===== src/rtl/gshare_btb_controller.sv =====
// Gshare direction predictor + direct-mapped BTB; combinational lookup, one-cycle update visibility.
// No backpressure: updates are accepted every RUN cycle; ready is low while tables initialise.
module gshare_btb_controller #(
  parameter int INDEX_BITS = 5
) (
  input  logic                  clk,
  input  logic                  reset,
  input  logic [31:0]           current_pc,
  output logic [31:0]           pc_predict,
  output logic                  predict_taken,
  output logic [INDEX_BITS-1:0] lookup_bhr,
  output logic                  ready,
  input  logic                  clear,
  input  logic                  update_valid,
  input  logic                  update_is_branch,
  input  logic [31:0]           update_pc,
  input  logic [31:0]           update_target,
  input  logic                  update_taken,
  input  logic [INDEX_BITS-1:0] update_bhr
);

  localparam int ENTRIES = 1 << INDEX_BITS;
  localparam int TAG_W   = 30 - INDEX_BITS;

  typedef enum logic {INIT = 1'b0, RUN = 1'b1} state_t;

  state_t                r_state;
  logic [INDEX_BITS-1:0] r_init_cnt;
  logic [INDEX_BITS-1:0] r_bhr;

  logic                  r_valid  [ENTRIES];
  logic [TAG_W-1:0]      r_tag    [ENTRIES];
  logic [31:0]           r_target [ENTRIES];
  logic [1:0]            r_bht    [ENTRIES];

  logic [INDEX_BITS-1:0] w_idx;
  logic [INDEX_BITS-1:0] w_bht_idx;
  logic                  w_hit;
  logic                  w_taken;
  logic [31:0]           w_pc_plus4;
  logic [INDEX_BITS-1:0] w_upd_idx;
  logic [INDEX_BITS-1:0] w_upd_bht_idx;
  logic                  w_upd_en;
  logic                  w_unused;

  function automatic logic [1:0] f_step(input logic [1:0] c, input logic t);
    if (t) return (c == 2'b11) ? c : c + 2'b01;
    else   return (c == 2'b00) ? c : c - 2'b01;
  endfunction

  assign w_idx      = current_pc[INDEX_BITS+1:2];
  assign w_bht_idx  = w_idx ^ r_bhr;
  assign w_hit      = r_valid[w_idx] && (r_tag[w_idx] == current_pc[31:INDEX_BITS+2]);
  assign w_taken    = (r_state == RUN) && w_hit && r_bht[w_bht_idx][1];
  assign w_pc_plus4 = current_pc + 32'd4;

  assign pc_predict    = w_taken ? r_target[w_idx] : w_pc_plus4;
  assign predict_taken = w_taken;
  assign lookup_bhr    = r_bhr;
  assign ready         = (r_state == RUN);

  // clear outranks a same-cycle update
  assign w_upd_en      = (r_state == RUN) && update_valid && !clear;
  assign w_upd_idx     = update_pc[INDEX_BITS+1:2];
  assign w_upd_bht_idx = w_upd_idx ^ update_bhr;

  assign w_unused = ^{current_pc[1:0], update_pc[1:0]};

  always_ff @(posedge clk or negedge reset) begin
    if (!reset) begin
      r_state    <= INIT;
      r_init_cnt <= '0;
      r_bhr      <= '0;
    end else begin
      case (r_state)
        INIT: begin
          if (clear) begin
            r_init_cnt <= '0;
          end else if (&r_init_cnt) begin
            r_state    <= RUN;
            r_init_cnt <= '0;
          end else begin
            r_init_cnt <= r_init_cnt + INDEX_BITS'(1);
          end
        end
        RUN: begin
          if (clear) begin
            r_state    <= INIT;
            r_init_cnt <= '0;
            r_bhr      <= '0;
          end else if (update_valid && update_is_branch) begin
            r_bhr <= {r_bhr[INDEX_BITS-2:0], update_taken};
          end
        end
        default: r_state <= INIT;
      endcase
    end
  end

  // Table contents are not reset; the INIT sweep establishes them.
  always_ff @(posedge clk) begin
    if (r_state == INIT) begin
      r_valid[r_init_cnt] <= 1'b0;
      r_bht[r_init_cnt]   <= 2'b01;
    end else if (w_upd_en) begin
      if (update_is_branch) begin
        r_bht[w_upd_bht_idx] <= f_step(r_bht[w_upd_bht_idx], update_taken);
      end else begin
        r_bht[w_upd_bht_idx] <= 2'b11;
      end
      if (!update_is_branch || update_taken) begin
        r_valid[w_upd_idx]  <= 1'b1;
        r_tag[w_upd_idx]    <= update_pc[31:INDEX_BITS+2];
        r_target[w_upd_idx] <= update_target;
      end
    end
  end

endmodule


===== config.mk =====
export PLATFORM = sky130hd
export DESIGN_NAME = gshare_btb_controller
export DESIGN_NICKNAME = d
export VERILOG_FILES = /design/src/rtl/gshare_btb_controller.sv
export SDC_FILE = /design/constraint.sdc
export NUM_CORES = 2
export LEC_CHECK = 0
export BUFFER_PORTS_ARGS = -buffer_cell sky130_fd_sc_hd__buf_2
export CAP_MARGIN = 20
export CORE_MARGIN = 3
export CORE_UTILIZATION = 52
export DETAILED_ROUTE_END_ITERATION = 16
export GPL_TIMING_DRIVEN = 0
export PLACE_DENSITY = 0.69
export SETUP_SLACK_MARGIN = 0.15
export SLEW_MARGIN = 10
export SYNTH_ARGS = -nofsm -noshare
export SYNTH_HDL_FRONTEND = slang
export SYNTH_SLANG_ARGS = --single-unit
export TNS_END_PERCENT = 20

===== constraint.sdc =====
create_clock -name clk -period 15.1 [get_ports clk]
set_clock_uncertainty 0.1 [all_clocks]
set_input_delay 3.02 -clock clk [delete_from_list [all_inputs] [get_ports clk]]
set_output_delay 3.02 -clock clk [all_outputs]
set_load 0.01 [all_outputs]

==> key figures <==
Route
  – Drt total wl: 218000 µm
  – Initial drt markers: 6560
  – Detailed-route wire length per cell: 36.6 µm
  – Drc violations: 0
  – Vias per cell: 6.70
  – Vias after detailed routing: 39.9k
  – Final ANT Viol Nets: 0
  – First-pass DRT Iterations: 6

Worst setup path
  – Worst endpoint required time: 11.98 ns
  – Setup CP Type: input pin to output port
  – Worst Path Arrival: 8.96 ns
  – Crit path capture type: output port
  – CP startpoint kind: input pin
  – Worst-path fanout max: 10

CTS
  – TritonCTS clock tree: built
  – CTS sink count: 1931
  – CTS Buffer Depth: 3
  – Root Buffer Master: clkbuf_16
  – H-tree depth: 4
  – Total CTS buffers: 185
  – CTS resizes: 0
  – Worst skew pair latency: 0.83 ns
  – # Post-CTS Setup Buffers: 0
  – Reg clk slew, reported paths: 0.06 ns
  – Hold Buf Count CTS: 0

Floorplanning
  – Starting Density: 52.5%
  – Row count: 139
  – DIE WIDTH: 387 µm
  – Die area: 150000 µm²
  – I/O pin total: 146
  – Die H: 387 µm
  – Core area: 144000 µm²

Yosys
  – Avg Inst Size Synth: 22.1 µm²
  – Yosys cell types: 68
  – Synth Net Count: 3537
  – Post-synthesis sequential area ratio: 76.6%
  – Synth warn: 0
  – Syn Std Cell Area: 75600 µm²
  – Post-synth ARST share: 0.570%
  – Number of synthesized register bits: 1931
  – Synth Instances: 3427
  – Dominant synthesized flop cell: edfxtp_1
  – Post-synth EDFFs: 1920

Final layout
  – Nets: 4003
  – Multi-input combinational cell area: 17000 µm²
  – Synth-to-layout area growth: 16.1%
  – Post-Layout Inst Area: 87700 µm²
  – Most frequent cells in the layout: edfxtp_1 (1920), mux4_2 (503), clkbuf_16 (185)
  – Most common cell after layout, fill and taps aside: edfxtp_1
  – Fill count: 9785
  – Sequential cell area: 57900 µm²
  – Share of layout cells above drive strength 1: 28.7%

Global routing
  – Initial antenna violation count: 30
  – Vias in the first global route: 39.2k
  – Global-route usage over all layers: 29.2%
  – Grt ovf: 0
  – Wire length of the first global-routing pass: 304000 µm
  – Largest net degree at the start of global routing: 42

Hold path
  – Tightest Hold Check Type: flop to flop

Power
  – Pwr dens: 125 nW/µm²
  – Leak: 28.0 nW
  – Maximum VDD drop: 0.000139 V

Run status
  – Status: finished, final reports clean

STA
  – Hold violation total from the final report: 0
  – RSZ-0062 raised after global routing: false
  – Final setup vio count: 0
  – Count of pins over their slew limit: 0
  – Minimum clock period: 12.08 ns
  – Worst Tran Pin Value: 1.24 ns
  – Slew Limit Headroom: 17.1%
  – Fmax: 82.8 MHz
  – Fin crit share: 80.0%
  – Final WS setup: 3.02 ns
  – Setup total negative slack: 0 ns

Placed design
  – Number of port buffers: 138
  – Detail Placement HPWL: 147000 µm
  – GP Congestion: 0.837
  – Instance area at placement: 81800 µm²
  – Worst slack, placed: 3.13 ns

Job
  – Max-cap violations: 0
==> cells by family after synthesis <==
family	Yosys count	synth area share, %
adder cells (fa/ha/maj)	4	0.0629
multiplexers	663	17.1
XOR/XNOR	61	0.727
AO/OA/AOI/OAI	223	2.05
flip-flops	1931	76.6
AND/OR/NAND/NOR	351	2.17
buffers and inverters	194	1.26
==> power by group <==
group	total, W	internal [W]	switching (W)
logic	0.000592	0.000216	0.000375
clock network	0.00450	0.00248	0.00202
registers	0.00589	0.00589	0.00000137
total	0.0110	0.00859	0.00239
==> critical path: stages <==
cell	delay (ns)
buf_2	0.20
buf_4	0.23
buf_6	0.20
buf_4	0.22
buf_2	0.40
buf_4	0.31
clkbuf_1	0.71
clkbuf_1	0.80
clkbuf_1	0.83
mux4_2	0.43
mux4_2	0.50
mux2i_1	0.48
a21oi_1	0.34
buf_2	0.23
==> layout make-up <==
class                           instances  share of cell area [%]
Tap cell                             1903                    2.71
Sequential cell                      1931                    66.0
Antenna cell                           18                  0.0513
Timing Repair Buffer                  279                    4.16
Multi-Input combinational cell       1302                    19.3
Buffer                                180                    1.04
Inverter                               14                  0.0599
Clock inverter                         94                    1.12
Clock buffer                          238                    5.50
==> flip-flops by register name, indices dropped and copies added (netlist names) <==
register    flops
lookup_bhr      5
r_bht          64
r_init_cnt      5
r_tag         800
r_target     1024
r_valid        32
ready           1
==> path summary, 6_finish.rpt <==
path                                   endpoint  depth (start not counted)  slack (ns)           from
worst min-delay path              lookup_bhr[4]                          2        0.51  lookup_bhr[4]
min in group asynchronous         lookup_bhr[2]                          1        1.95          reset
worst max-delay path             pc_predict[13]                         14        3.02  current_pc[3]
worst max register to register  r_target[15][4]                          8       10.26          ready
max in group asynchronous         lookup_bhr[1]                          1       12.75          reset
worst min register to register    lookup_bhr[4]                          2        0.51  lookup_bhr[4]
==> per-stage QoR <==
step                instances  util (%)  hold WS, ns  power [W]
finish                   5959      60.9        0.508     0.0110
global route             5945      60.9        0.558     0.0112
CTS                      5932      60.8        0.514     0.0110
detailed placement       5600      56.8        0.505    0.00658
global placement         5468      54.6        0.486    0.00656
floorplan                3427         -        0.440    0.00632
==> cells in the mapped netlist (all sizes together), types with 2 or more instances <==
| master | count | share of area [%] |
|---|---|---|
| or3b | 2 | 0.023 |
| nor3b | 4 | 0.040 |
| o221ai | 34 | 0.39 |
| and4 | 2 | 0.023 |
| o21ai | 8 | 0.053 |
| nor2b | 10 | 0.083 |
| and3b | 3 | 0.035 |
| and2 | 3 | 0.025 |
| nor3 | 14 | 0.093 |
| nand3 | 30 | 0.20 |
| dfrtp | 11 | 0.36 |
| nand4 | 8 | 0.066 |
| nand4b | 3 | 0.035 |
| a2111oi | 4 | 0.058 |
| a22oi | 37 | 0.37 |
| a221oi | 7 | 0.081 |
| o211ai | 3 | 0.030 |
| a31oi | 11 | 0.091 |
| nand2b | 12 | 0.099 |
| ha | 3 | 0.050 |
| inv | 13 | 0.065 |
| or2 | 4 | 0.033 |
| mux2 | 5 | 0.074 |
| mux2i | 155 | 2.1 |
| nand2 | 58 | 0.29 |
| nand3b | 8 | 0.084 |
| clkbuf | 87 | 0.43 |
| buf | 93 | 0.76 |
| a211o | 3 | 0.035 |
| a22o | 8 | 0.093 |
| xor2 | 21 | 0.25 |
| xnor2 | 40 | 0.47 |
| edfxtp | 1920 | 76 |
| or3 | 5 | 0.041 |
| nor2 | 170 | 0.84 |
| a211oi | 7 | 0.076 |
| a21oi | 70 | 0.46 |
| a32oi | 2 | 0.023 |
| o22ai | 18 | 0.15 |
| nor4b | 2 | 0.023 |
| mux4 | 503 | 15 |
| and3 | 11 | 0.091 |
==> layer usage <==
metal / routed length [µm] / track usage (%)
met5: 112 / 0
met4: 7470 / 10.6
met3: 27600 / 8.37
met2: 102000 / 44.4
met1: 80900 / 40.8
Note: power is estimated with default switching activity, not from simulation.
